--- config.mk ---
export PLATFORM = sky130hd
export DESIGN_NAME = instruction_fetch_stage_flat
export DESIGN_NICKNAME = d
export VERILOG_FILES = /design/src/rtl/instruction_fetch_stage_if.sv /design/src/rtl/instruction_fetch_stage.sv /design/src/flat_wrapper.sv
export SDC_FILE = /design/constraint.sdc
export NUM_CORES = 1
export LEC_CHECK = 0
export BUFFER_PORTS_ARGS = -buffer_cell sky130_fd_sc_hd__buf_2
export CAP_MARGIN = 30
export CORE_AREA = 2 2 125 157
export CTS_BUF_LIST = sky130_fd_sc_hd__clkbuf_4 sky130_fd_sc_hd__clkbuf_8
export CTS_CLUSTER_DIAMETER = 200
export DETAILED_ROUTE_END_ITERATION = 8
export DIE_AREA = 0 0 127 159
export GPL_ROUTABILITY_DRIVEN = 0
export PLACE_DENSITY = 0.8
export REMOVE_ABC_BUFFERS = 1
export SLEW_MARGIN = 20
export SYNTH_ARGS = -nofsm -noshare
export SYNTH_HDL_FRONTEND = slang
export SYNTH_SLANG_ARGS = --single-unit
--- constraint.sdc ---
create_clock -name Clock -period 3.8 [get_ports Clock]
set_clock_uncertainty 0.2 [all_clocks]
set_input_delay 0.76 -clock Clock [delete_from_list [all_inputs] [get_ports Clock]]
set_output_delay 0.76 -clock Clock [all_outputs]
set_load 0.005 [all_outputs]
--- src/rtl/instruction_fetch_stage_if.sv ---
// Instruction-memory request/ready bus between the IF stage and its memory.
// The fetch stage drives the request side; the memory answers with ready/data.
interface instruction_fetch_stage_if;
  logic        IMem_Req;
  logic [31:0] IMem_Addr;
  logic        IMem_Ready;
  logic [31:0] IMem_Data;

  modport master (
    output IMem_Req,
    output IMem_Addr,
    input  IMem_Ready,
    input  IMem_Data
  );

  modport slave (
    input  IMem_Req,
    input  IMem_Addr,
    output IMem_Ready,
    output IMem_Data
  );
endinterface

--- src/rtl/instruction_fetch_stage.sv ---
// Pipeline IF stage: owns the program counter, runs the instruction-memory
// request/ready handshake, applies ID redirects and hazard stalls, and drives
// the IF/ID pipeline register consumed by decode.
//
// Three states:
//   FETCH   - normal operation; a request may be outstanding.
//   HOLD    - a fetch completed while ID was stalled; the word waits in the
//             hold buffer until ID can take it.
//   DISCARD - a redirect arrived while a request was outstanding; the old
//             request is finished and its data thrown away before the PC
//             moves to the redirect target.
module instruction_fetch_stage #(
  parameter logic [31:0] RESET_PC  = 32'h0000_0000,
  parameter logic [31:0] NOP_INSTR = 32'h0000_0000
) (
  input  logic                             Clock,
  input  logic                             Reset,
  input  logic                             PCSel,
  input  logic [31:0]                      BranchPC,
  input  logic                             Stall_PC,
  input  logic                             Stall_ID,
  instruction_fetch_stage_if.master        imem,
  output logic [31:0]                      Instruction,
  output logic [31:0]                      PCPlusFour,
  output logic                             IF_ID_Valid,
  output logic [31:0]                      PC_out
);

  localparam logic [1:0] ST_FETCH   = 2'd0;
  localparam logic [1:0] ST_HOLD    = 2'd1;
  localparam logic [1:0] ST_DISCARD = 2'd2;

  // Fetch addresses are always word aligned; the low two bits are dropped.
  localparam logic [31:0] ALIGN_MASK       = 32'hFFFF_FFFC;
  localparam logic [31:0] RESET_PC_ALIGNED = RESET_PC & ALIGN_MASK;

  // Architectural and pipeline state
  logic [1:0]  state_r;
  logic [31:0] pc_r;
  logic        pending_r;       // a request was issued and has not yet seen Ready
  logic [31:0] redirect_pc_r;   // target to load once DISCARD completes
  logic [31:0] if_instr_r;
  logic [31:0] if_pc4_r;
  logic        if_valid_r;
  logic [31:0] hold_instr_r;
  logic [31:0] hold_pc4_r;
  logic        hold_valid_r;

  // Per-cycle decisions
  logic        req_s;
  logic        complete_s;
  logic        outstanding_s;
  logic        redirect_s;
  logic [31:0] pc_plus4_s;
  logic [31:0] branch_aligned_s;

  // Request generation, handshake completion and redirect acceptance.
  always_comb begin
    req_s            = 1'b0;
    complete_s       = 1'b0;
    outstanding_s    = 1'b0;
    redirect_s       = 1'b0;
    pc_plus4_s       = pc_r + 32'd4;
    branch_aligned_s = BranchPC & ALIGN_MASK;

    if (!Reset) begin
      // Reset aborts any in-flight request without waiting for Ready.
      req_s = 1'b0;
    end else begin
      case (state_r)
        // Stall_PC only suppresses new requests; an outstanding one is kept.
        ST_FETCH:   req_s = pending_r | ~Stall_PC;
        ST_HOLD:    req_s = 1'b0;
        ST_DISCARD: req_s = 1'b1;
        default:    req_s = 1'b0;
      endcase
    end

    complete_s    = req_s & imem.IMem_Ready;
    outstanding_s = req_s & ~imem.IMem_Ready;
    // A redirect while ID is stalled is ignored; ID will present it again.
    redirect_s    = PCSel & if_valid_r & ~Stall_ID;
  end

  // PC, state machine, hold buffer and IF/ID register update.
  always_ff @(posedge Clock) begin
    if (!Reset) begin
      state_r       <= ST_FETCH;
      pc_r          <= RESET_PC_ALIGNED;
      pending_r     <= 1'b0;
      redirect_pc_r <= 32'h0000_0000;
      if_instr_r    <= NOP_INSTR;
      if_pc4_r      <= 32'h0000_0000;
      if_valid_r    <= 1'b0;
      hold_instr_r  <= NOP_INSTR;
      hold_pc4_r    <= 32'h0000_0000;
      hold_valid_r  <= 1'b0;
    end else if (redirect_s) begin
      // Flush IF/ID and the hold buffer; any fetch completing now is dropped.
      if_instr_r   <= NOP_INSTR;
      if_valid_r   <= 1'b0;
      hold_valid_r <= 1'b0;
      if (outstanding_s) begin
        // The memory still owes us a word for the old address: finish it first.
        redirect_pc_r <= branch_aligned_s;
        pending_r     <= 1'b1;
        state_r       <= ST_DISCARD;
      end else begin
        pc_r      <= branch_aligned_s;
        pending_r <= 1'b0;
        state_r   <= ST_FETCH;
      end
    end else begin
      case (state_r)
        ST_FETCH: begin
          if (complete_s) begin
            pc_r      <= pc_plus4_s;
            pending_r <= 1'b0;
            if (Stall_ID) begin
              // ID cannot take the word yet: park it and stop fetching.
              hold_instr_r <= imem.IMem_Data;
              hold_pc4_r   <= pc_plus4_s;
              hold_valid_r <= 1'b1;
              state_r      <= ST_HOLD;
            end else begin
              if_instr_r <= imem.IMem_Data;
              if_pc4_r   <= pc_plus4_s;
              if_valid_r <= 1'b1;
            end
          end else begin
            pending_r <= outstanding_s;
            if (!Stall_ID) begin
              // Nothing arrived (memory wait or Stall_PC): insert a bubble.
              if_instr_r <= NOP_INSTR;
              if_valid_r <= 1'b0;
            end else begin
              if_valid_r <= if_valid_r;
            end
          end
        end

        ST_HOLD: begin
          pending_r <= 1'b0;
          if (!Stall_ID) begin
            if_instr_r   <= hold_instr_r;
            if_pc4_r     <= hold_pc4_r;
            if_valid_r   <= hold_valid_r;
            hold_valid_r <= 1'b0;
            state_r      <= ST_FETCH;
          end else begin
            state_r <= ST_HOLD;
          end
        end

        ST_DISCARD: begin
          if (complete_s) begin
            // Old word is thrown away; resume at the redirect target.
            pc_r      <= redirect_pc_r;
            pending_r <= 1'b0;
            state_r   <= ST_FETCH;
          end else begin
            pending_r <= 1'b1;
          end
          if (!Stall_ID) begin
            if_instr_r <= NOP_INSTR;
            if_valid_r <= 1'b0;
          end else begin
            if_valid_r <= if_valid_r;
          end
        end

        default: begin
          state_r   <= ST_FETCH;
          pending_r <= 1'b0;
        end
      endcase
    end
  end

  // In DISCARD the PC has not moved yet, so it still names the outstanding address.
  assign imem.IMem_Req  = req_s;
  assign imem.IMem_Addr = pc_r & ALIGN_MASK;

  assign Instruction = if_instr_r;
  assign PCPlusFour  = if_pc4_r;
  assign IF_ID_Valid = if_valid_r;
  assign PC_out      = pc_r;

endmodule

--- src/flat_wrapper.sv ---
// flat-port wrapper written by rule: the top's interface ports become plain ports
module instruction_fetch_stage_flat 
#(
  parameter logic [31:0] RESET_PC  = 32'h0000_0000,
  parameter logic [31:0] NOP_INSTR = 32'h0000_0000
)
  (Clock, Reset, PCSel, BranchPC, Stall_PC, Stall_ID, Instruction, PCPlusFour, IF_ID_Valid, PC_out, imem_IMem_Req, imem_IMem_Addr, imem_IMem_Ready, imem_IMem_Data);
  instruction_fetch_stage_if imem_i ();
  input  logic Clock;
  input  logic Reset;
  input  logic PCSel;
  input  logic [31:0] BranchPC;
  input  logic Stall_PC;
  input  logic Stall_ID;
  output logic [31:0] Instruction;
  output logic [31:0] PCPlusFour;
  output logic IF_ID_Valid;
  output logic [31:0] PC_out;
  output wire logic [$bits(imem_i.IMem_Req)-1:0] imem_IMem_Req;
  output wire logic [$bits(imem_i.IMem_Addr)-1:0] imem_IMem_Addr;
  input wire logic [$bits(imem_i.IMem_Ready)-1:0] imem_IMem_Ready;
  input wire logic [$bits(imem_i.IMem_Data)-1:0] imem_IMem_Data;
  assign imem_IMem_Req = imem_i.IMem_Req;
  assign imem_IMem_Addr = imem_i.IMem_Addr;
  assign imem_i.IMem_Ready = imem_IMem_Ready;
  assign imem_i.IMem_Data = imem_IMem_Data;
  instruction_fetch_stage #(.RESET_PC(RESET_PC), .NOP_INSTR(NOP_INSTR)) u_core (.Clock(Clock), .Reset(Reset), .PCSel(PCSel), .BranchPC(BranchPC), .Stall_PC(Stall_PC), .Stall_ID(Stall_ID), .imem(imem_i), .Instruction(Instruction), .PCPlusFour(PCPlusFour), .IF_ID_Valid(IF_ID_Valid), .PC_out(PC_out));
endmodule
==> impl_metrics.env, run 1 <==
export IMPL_status="complete, no violations"
export IMPL_clk_insertion_delay_late_ns=0.48
export IMPL_synth_top_area_cell="dfxtp_1"
export IMPL_max_slew_margin_rel_pct=44.3
export IMPL_die_y_um=159
export IMPL_cts_buffer_depth=2
export IMPL_drv_slew=0
export IMPL_rsz0062_at_grt="false"
export IMPL_p_int_mw=2.80
export IMPL_placed_cell_area_um2=10900
export IMPL_swShare_pct=29.7
export IMPL_power_density_nw_per_um2=352
export IMPL_async_flop_share_pct=0
export IMPL_cp_max_fo=67
export IMPL_grt_pass1_vias=9346
export IMPL_clk_root_buffer_cell="clkbuf_8"
export IMPL_p_leak_nw=4.74
export IMPL_period_needed_ns=3.13
export IMPL_grt_max_degree=75
export IMPL_htree_levels=4
export IMPL_grt_overflow=0
export IMPL_avgRoutedWirePerCell_um=17.3
export IMPL_reg2reg_from="u_core.PC_out[2]"
export IMPL_grt_usage_pct=28.2
export IMPL_dp_hpwl_um=18600
export IMPL_synthCells=1346
export IMPL_antenna_left=0
export IMPL_hold_violations=0
export IMPL_nFillCells=1764
export IMPL_synth_area_per_cell_um2=7.48
export IMPL_worstSetupEndpoint="imem_IMem_Req"
export IMPL_fmax_mhz=320
export IMPL_yosysTopAreaCellShare_pct=37.6
export IMPL_layout_drive_gt1_share_pct=19.3
export IMPL_vias=10200
export IMPL_die_x_um=127
export IMPL_cts_repair_resized=0
export IMPL_worstPathRequired_ns=2.84
export IMPL_ys_seq_area_share_pct=37.6
export IMPL_post_route_period_util_pct=82.3
export IMPL_yosys_top_cells_count="291 x nand2_1, 189 x dfxtp_1, 130 x a21oi_1"
export IMPL_multi_input_area_um2=5450
export IMPL_cts_sinks=189
export IMPL_grt_pass1_wl_um=46600
export IMPL_drc=0
export IMPL_drtIter0Drc=1027
export IMPL_cts_made_buffers=17
export IMPL_hold_path_class="flip-flop to flip-flop"
export IMPL_worstRegToRegCells=6
export IMPL_initial_core_util_pct=54.0
export IMPL_hold_ws_ns=0.256
export IMPL_die_area_um2=20200
export IMPL_port_buffer_count=191
export IMPL_firstDrtPassIters=5
export IMPL_yosysMostFrequentCell="nand2_1"
export IMPL_worst_pin_slew_ns=0.836
export IMPL_switchingPower_mw=1.18
export IMPL_critPathArrivalTime_ns=2.17
export IMPL_pwr_share_clk_pct=33.8
export IMPL_drv_cap=0
export IMPL_cp_start_kind="flip-flop"
export IMPL_area_growth_pct=12.3
export IMPL_ys_ff_latch=189
export IMPL_cts_hold_buffers=0
export IMPL_setup_viol=0
export IMPL_cts_setup_buffers=0
export IMPL_synth_main_ff_cell="dfxtp_1"
export IMPL_ios=200
export IMPL_via_per_inst=6.03
export IMPL_ys_warn_count=0
export IMPL_routed_wl_um=29200
export IMPL_cts_tree="done"
export IMPL_fin_nets=1514
export IMPL_pwr_share_seq_pct=52.9
export IMPL_synth_edf_count=0
export IMPL_cp_startpoint="u_core.state_r[0]"
export IMPL_rows=56
export IMPL_reg2reg_to="u_core.PC_out[26]"
export IMPL_power_frac_comb_pct=13.3
export IMPL_end_kind="primary output"
export IMPL_path_clk_slew_ns=0.11
export IMPL_vdd_drop_max_mv=0.213
export IMPL_stdcell_area_um2=11300
export IMPL_rrSetupSlack_ns=0.74
export IMPL_syn_area_um2=10100
export IMPL_register_area_um2=3780
export IMPL_ys_types=63
export IMPL_criticalPathCategory="flip-flop to primary output"
export IMPL_core_region_area_um2=18600
export IMPL_antenna_found_initial=2
export IMPL_synth_area_top_cells="dfxtp_1 38%, nand2_1 11%, a21oi_1 6.5%"
[stage by stage]
step	power (mW)	setup slack, ns	TNS [ns]	util [%]	std cells
floorplan	2.43	-0.508	-18.64	-	1200
finish	3.98	0.673	0	60.6	1685
detailed placement	2.67	0.499	0	58.5	1651
global route	4.14	0.560	0	60.6	1685
global placement	2.66	0.518	0	58.5	1651
CTS	4.00	0.655	0	60.6	1683
[layout make-up]
cell class                      count  share of cell area, %
Multi-Input combinational cell    962                   48.2
Sequential cell                   189                   33.5
Timing Repair Buffer              220                   10.6
Tap cell                          232                   2.57
Clock buffer                       17                   2.07
Inverter                           49                   1.64
Clock inverter                     15                   1.38
Antenna cell                        1                 0.0221
[placed cells by master, fill, tap and decap left out, types with 5 or more instances in the layout]
cell type / n
a211oi_1: 15
a21oi_1: 129
a311o_1: 32
a32oi_1: 5
and3_1: 41
buf_2: 191
buf_4: 27
clkbuf_8: 17
conb_1: 6
dfxtp_1: 189
inv_1: 45
mux2i_1: 12
nand2_1: 291
nand2b_1: 10
nand3_1: 27
nand4_1: 19
nor2_1: 83
nor3_1: 29
nor4_1: 8
o2111ai_1: 7
o211ai_1: 11
o21a_1: 5
o21ai_0: 47
o221ai_1: 13
o22ai_1: 8
o311a_1: 32
o32ai_1: 6
or3_1: 38
xnor2_1: 10
xor2_1: 13
[sequential cells by signal (all words and copies together) (netlist names)]
| name | flops |
|---|---|
| u_core.IF_ID_Valid | 1 |
| u_core.Instruction | 32 |
| u_core.PCPlusFour | 30 |
| u_core.PC_out | 30 |
| u_core.hold_instr_r | 32 |
| u_core.hold_pc4_r | 30 |
| u_core.hold_valid_r | 1 |
| u_core.pending_r | 1 |
| u_core.redirect_pc_r | 30 |
| u_core.state_r | 2 |
[power by group through the flow]
stage               Sequential, mW  Clock (mW)  Combinational, mW
detailed placement            2.15           0              0.523
global route                  2.12        1.45              0.583
global placement              2.15           0              0.514
finish                        2.11        1.35              0.530
CTS                           2.11        1.37              0.527
floorplan                     2.15           0              0.284
[cell families after synthesis]
kind of cell,synth area share [%]
xor+xnor,2.00
fa+ha+maj,0.622
buf+inv,8.88
flops,37.6
other cells,0.0373
mux,1.39
compound gates,23.7
simple gates,25.8
[critical path, stage by stage (launching register included)]
cell,delay [ns]
dfxtp_1,0.35
inv_1,0.11
ha_1,0.31
and2_1,0.21
a31oi_4,0.05
inv_2,0.18
buf_12,0.29
buf_2,0.17
[layer usage]
layer  vias up  share of wire [%]  track usage (%)
met3        54                7.5             4.54
met5         -              0.024                0
li1       4918                  -                -
met1      4734                 40             34.5
met4         2                2.6             12.9
met2       445                 50             48.4
[worst min-delay path by stage]
stage | slack (ns) | end | cells after the start | startpoint
after floorplan | 0.23 | u_core.redirect_pc_r[12] | 2 | u_core.redirect_pc_r[12]
after CTS | 0.26 | u_core.redirect_pc_r[22] | 2 | u_core.redirect_pc_r[22]
after detailed placement | 0.24 | u_core.redirect_pc_r[22] | 2 | u_core.redirect_pc_r[22]
after global routing | 0.27 | u_core.redirect_pc_r[12] | 2 | u_core.redirect_pc_r[12]
final | 0.26 | u_core.redirect_pc_r[22] | 2 | u_core.redirect_pc_r[22]
after global placement | 0.24 | u_core.redirect_pc_r[19] | 2 | u_core.redirect_pc_r[19]
(Power assumes the default switching activity.)
==> run 2: changes to the inputs <==
--- a/config.mk
+++ b/config.mk
@@ -7,11 +7,11 @@
 export LEC_CHECK = 0
 export BUFFER_PORTS_ARGS = -buffer_cell sky130_fd_sc_hd__buf_2
 export CAP_MARGIN = 30
-export CORE_AREA = 2 2 125 157
+export CORE_AREA = 2 2 128 161
 export CTS_BUF_LIST = sky130_fd_sc_hd__clkbuf_4 sky130_fd_sc_hd__clkbuf_8
 export CTS_CLUSTER_DIAMETER = 200
 export DETAILED_ROUTE_END_ITERATION = 8
-export DIE_AREA = 0 0 127 159
+export DIE_AREA = 0 0 130 163
 export GPL_ROUTABILITY_DRIVEN = 0
 export PLACE_DENSITY = 0.8
 export REMOVE_ABC_BUFFERS = 1
==> constraint.sdc (replaced) <==
create_clock -name Clock -period 2.77 [get_ports Clock]
set_clock_uncertainty 0.2 [all_clocks]
set_input_delay 0.554 -clock Clock [delete_from_list [all_inputs] [get_ports Clock]]
set_output_delay 0.554 -clock Clock [all_outputs]
set_load 0.005 [all_outputs]
==> run 2 against run 1 <==
Net effect: combinational power is 52% higher; register-to-register slack worse by 0.66 ns; hold slack lost 0.14 ns; global-route usage about the same; design area rose by 4.7%.
==> impl_metrics.env, run 2 (synthesized netlist as in run 1, its figures left out) <==
export IMPL_dp_hpwl_um=19900
export IMPL_p_leak_nw=4.99
export IMPL_clk_root_buffer_cell="clkbuf_8"
export IMPL_cts_tree="done"
export IMPL_initial_core_util_pct=50.8
export IMPL_swShare_pct=29.4
export IMPL_fin_nets=1557
export IMPL_area_growth_pct=17.5
export IMPL_cts_hold_buffers=0
export IMPL_cp_start_kind="flip-flop"
export IMPL_drv_slew=0
export IMPL_n_antenna_cell=0
export IMPL_core_region_area_um2=19800
export IMPL_end_kind="flip-flop"
export IMPL_grt_max_degree=70
export IMPL_final_common_cell="nand2_1"
export IMPL_placed_cell_area_um2=11400
export IMPL_hold_path_class="input pin to flip-flop"
export IMPL_grt_pass1_wl_um=48000
export IMPL_clk_insertion_delay_late_ns=0.48
export IMPL_vias=10500
export IMPL_rrSetupSlack_ns=0.08
export IMPL_status="complete, no violations"
export IMPL_worstPathRequired_ns=2.93
export IMPL_grt_usage_pct=28.2
export IMPL_max_slew_margin_rel_pct=56.7
export IMPL_period_needed_ns=2.69
export IMPL_antenna_left=0
export IMPL_rows=58
export IMPL_p_int_mw=3.98
export IMPL_cts_made_buffers=17
export IMPL_min_delay_start="BranchPC[12]"
export IMPL_routed_wl_um=30300
export IMPL_drtIter0Drc=1157
export IMPL_rsz0062_at_grt="false"
export IMPL_layout_drive_gt1_share_pct=21.9
export IMPL_nFillCells=1788
export IMPL_cts_buffer_depth=2
export IMPL_cts_sinks=189
export IMPL_via_per_inst=5.92
export IMPL_worst_pin_slew_ns=0.650
export IMPL_drv_cap=0
export IMPL_switchingPower_mw=1.65
export IMPL_power_density_nw_per_um2=476
export IMPL_criticalPathCategory="flip-flop to flip-flop"
export IMPL_post_route_period_util_pct=96.9
export IMPL_die_x_um=130
export IMPL_setup_viol=0
export IMPL_pwr_share_seq_pct=51.2
export IMPL_fmax_mhz=372
export IMPL_layout_common_cells="291 x nand2_1, 191 x buf_2, 188 x dfxtp_1"
export IMPL_ios=200
export IMPL_cp_startpoint="u_core.PC_out[2]"
export IMPL_avgRoutedWirePerCell_um=17.1
export IMPL_antenna_found_initial=0
export IMPL_htree_levels=4
export IMPL_hold_ws_ns=0.114
export IMPL_die_area_um2=21200
export IMPL_reg2reg_from="u_core.PC_out[2]"
export IMPL_die_y_um=163
export IMPL_pwr_share_clk_pct=34.6
export IMPL_total_power_mw=5.63
export IMPL_grt_pass1_vias=9684
export IMPL_power_frac_comb_pct=14.3
export IMPL_drc=0
export IMPL_stdcell_area_um2=11800
export IMPL_vdd_drop_max_mv=0.313
export IMPL_path_clk_slew_ns=0.11
export IMPL_port_buffer_count=191
export IMPL_cp_max_fo=5
export IMPL_firstDrtPassIters=6
export IMPL_critPathArrivalTime_ns=2.85
export IMPL_grt_overflow=0
export IMPL_hold_violations=0
-- run 2: cell types whose count changed in the layout (fill, tap and decap cells not counted), sizes merged --
cell      previous run  this run
diode                1         0
clkinvlp             0         3
bufinv               1         2
buf                220       263
clkinv              10         6
-- run 2: metal layers --
metal,share of wire [%],GRT usage [%]
met1,40,34.8
met2,50,48.1
met3,7.4,4.89
met4,2.4,11.6
met5,0,0
-- run 2: layout make-up --
class / count / area [um^2] / share of cell area (%)
clock inverters: 15 / 178 / 1.50
clock buffers: 17 / 234 / 1.98
inverters: 49 / 188 / 1.59
repair buffers: 263 / 1650 / 13.9
well taps: 270 / 338 / 2.86
flip-flops and latches: 189 / 3780 / 32.0
multi-input cells: 962 / 5460 / 46.2
-- run 2: power by group through the flow --
stage,Clock [mW],Sequential [mW],Combinational [mW]
after floorplan,0,2.94,0.389
after global placement,0,2.94,0.775
after detailed placement,0,2.94,0.789
after CTS,1.98,2.88,0.796
after global routing,2.09,2.89,0.879
final,1.95,2.88,0.804
-- run 2: timing repair --
action	CTS	global route
gates resized for setup	1	4
endpoints found under the setup margin	1	40
buffers inserted	1	0
-- run 2: critical path, cell delays in order (launching register included) --
cell and delay (ns):
dfxtp_1 0.36, ha_1 0.22, nand3_2 0.11, or4_4 0.61
or4_4 0.57, and4_4 0.19, or3_1 0.29
-- run 2: through the flow --
stage / std cells / TNS, ns / setup slack (ns) / util (%)
after global routing: 1765 / 0 / 0.0246 / 59.7
after global placement: 1732 / 0 / 0.101 / 57.5
after detailed placement: 1732 / 0 / 0.0687 / 57.5
after CTS: 1765 / 0 / 0.0391 / 59.6
after floorplan: 1200 / -141.28 / -1.54 / -
final: 1765 / 0 / 0.0847 / 59.7
-- run 2: final timing paths --
kind | end | cells past startpoint
max | u_core.PC_out[26] | 6
min | u_core.redirect_pc_r[12] | 3
max reg2reg | u_core.PC_out[26] | 6
min reg2reg | u_core.redirect_pc_r[7] | 2
==> run 3: changes to the inputs <==
--- a/config.mk
+++ b/config.mk
@@ -7,11 +7,11 @@
 export LEC_CHECK = 0
 export BUFFER_PORTS_ARGS = -buffer_cell sky130_fd_sc_hd__buf_2
 export CAP_MARGIN = 30
-export CORE_AREA = 2 2 128 161
+export CORE_AREA = 2 2 139 141
 export CTS_BUF_LIST = sky130_fd_sc_hd__clkbuf_4 sky130_fd_sc_hd__clkbuf_8
 export CTS_CLUSTER_DIAMETER = 200
 export DETAILED_ROUTE_END_ITERATION = 8
-export DIE_AREA = 0 0 130 163
+export DIE_AREA = 0 0 141 143
 export GPL_ROUTABILITY_DRIVEN = 0
 export PLACE_DENSITY = 0.8
 export REMOVE_ABC_BUFFERS = 1
==> constraint.sdc (replaced) <==
create_clock -name Clock -period 2.7 [get_ports Clock]
set_clock_uncertainty 0.2 [all_clocks]
set_input_delay 0.54 -clock Clock [delete_from_list [all_inputs] [get_ports Clock]]
set_output_delay 0.54 -clock Clock [all_outputs]
set_load 0.005 [all_outputs]
==> run 3 against run 2 <==
Net effect: count of clock-buffer cells in the layout unchanged; sequential cell count unchanged; clock power is 7% lower; hold slack got worse by 0.025 ns; setup slack got worse by 0.015 ns; critical path type is now flip-flop to primary output; largest cell class unchanged; highest routed layer unchanged.
==> impl_metrics.env, run 3 (synthesized netlist as in run 1, its figures left out) <==
export IMPL_via_per_inst=5.97
export IMPL_grt_usage_pct=28.9
export IMPL_clk_root_buffer_cell="clkbuf_8"
export IMPL_worstPathRequired_ns=1.96
export IMPL_post_place_cells=1700
export IMPL_period_needed_ns=2.63
export IMPL_area_growth_pct=17.2
export IMPL_cp_max_fo=26
export IMPL_die_x_um=141
export IMPL_initial_core_util_pct=54.2
export IMPL_die_area_um2=20200
export IMPL_final_common_cell="nand2_1"
export IMPL_vdd_drop_max_mv=0.335
export IMPL_dp_hpwl_um=19600
export IMPL_fin_nets=1561
export IMPL_port_buffer_count=191
export IMPL_layout_drive_gt1_share_pct=21.9
export IMPL_max_stage_delay_ns=0.35
export IMPL_timing_final_ws_setup_ns=0.0695
export IMPL_criticalPathCategory="flip-flop to primary output"
export IMPL_cts_sinks=189
export IMPL_cts_made_buffers=17
export IMPL_htree_levels=4
export IMPL_multi_input_area_um2=5450
export IMPL_power_density_nw_per_um2=474
export IMPL_rows=50
export IMPL_status="complete, no violations"
export IMPL_clk_insertion_delay_late_ns=0.49
export IMPL_antenna_left=0
export IMPL_rrSetupSlack_ns=0.09
export IMPL_firstDrtPassIters=5
export IMPL_crit_chain="inv_1, ha_2, and2_1, a31oi_4, inv_4, buf_12, buf_2"
export IMPL_ios=200
export IMPL_drv_slew=0
export IMPL_cts_buffer_depth=2
export IMPL_grt_max_degree=80
export IMPL_end_kind="primary output"
export IMPL_layout_common_cells="291 x nand2_1, 191 x buf_2, 188 x dfxtp_1"
export IMPL_vias=10300
export IMPL_drtIter0Drc=779
export IMPL_hold_path_class="input pin to flip-flop"
export IMPL_rsz0062_at_grt="false"
export IMPL_dp_slack_ns=0.0308
export IMPL_drv_cap=0
export IMPL_core_region_area_um2=18600
export IMPL_post_route_period_util_pct=97.4
export IMPL_grt_overflow=0
export IMPL_p_leak_nw=5.01
export IMPL_die_y_um=143
export IMPL_hold_ws_ns=0.0888
export IMPL_avgRoutedWirePerCell_um=17.3
export IMPL_cts_setup_buffers=0
export IMPL_placed_cell_area_um2=11400
export IMPL_worst_pin_slew_ns=0.791
export IMPL_register_area_um2=3780
export IMPL_hold_violations=0
export IMPL_total_power_mw=5.59
export IMPL_cp_start_kind="flip-flop"
export IMPL_setup_tns_ns=0
export IMPL_cts_hold_buffers=0
export IMPL_path_clk_slew_ns=0.11
export IMPL_stdcell_count=1734
export IMPL_cpMaxStageDelayCell="dfxtp_2"
export IMPL_antenna_found_initial=1
export IMPL_nFillCells=1601
export IMPL_grt_pass1_vias=9426
export IMPL_stdcell_area_um2=11800
export IMPL_max_slew_margin_rel_pct=47.2
export IMPL_critPathArrivalTime_ns=1.89
export IMPL_setup_viol=0
export IMPL_post_route_util_pct=63.5
export IMPL_routed_wl_um=30000
export IMPL_drc=0
export IMPL_path_buf_inv=4
export IMPL_cts_tree="done"
export IMPL_grt_pass1_wl_um=47000
export IMPL_fmax_mhz=380
export IMPL_timing_critical_path_max_delay_family="buffers and inverters"
run 3: area by class of cell:
cell class	instances	area share, %
Tap cell	234	2.48
Inverter	49	1.58
Timing Repair Buffer	267	14.6
Sequential cell	189	32.1
Clock inverter	14	1.08
Clock buffer	17	1.98
Antenna cell	2	0.0424
Multi-Input combinational cell	962	46.2
run 3: where the power goes:
part	internal [mW]	switching, mW	total [mW]	leakage (nW)
clock network	0.673	1.13	1.81	0.186
registers	2.88	0.0769	2.95	1.53
logic	0.350	0.483	0.833	3.29
run 3: per-layer routing:
layer	GRT usage, %	wire length [um]	vias to the layer above
met2	49.3	14400	434
met5	0	0	-
met3	5.53	2440	57
met1	36.5	12500	4862
li1	-	-	4992
met4	10.6	672	0
run 3: timing repair:
action | CTS | global route
resized for setup | 1 | 4
endpoints found under the setup margin | 2 | 13
gates cloned | 0 | 1
run 3: path summary, 6_finish.rpt:
| check | to | start | cells after the start |
|---|---|---|---|
| max | imem_IMem_Req | u_core.state_r[0] | 7 |
| min | u_core.redirect_pc_r[18] | BranchPC[18] | 3 |
| max reg2reg | u_core.PC_out[26] | u_core.PC_out[2] | 6 |
| min reg2reg | u_core.hold_instr_r[7] | u_core.hold_instr_r[7] | 2 |
run 3: worst min-delay path: stages:
cell and delay, ns:
buf_2 0.11, nand2_1 0.05, a21oi_1 0.05
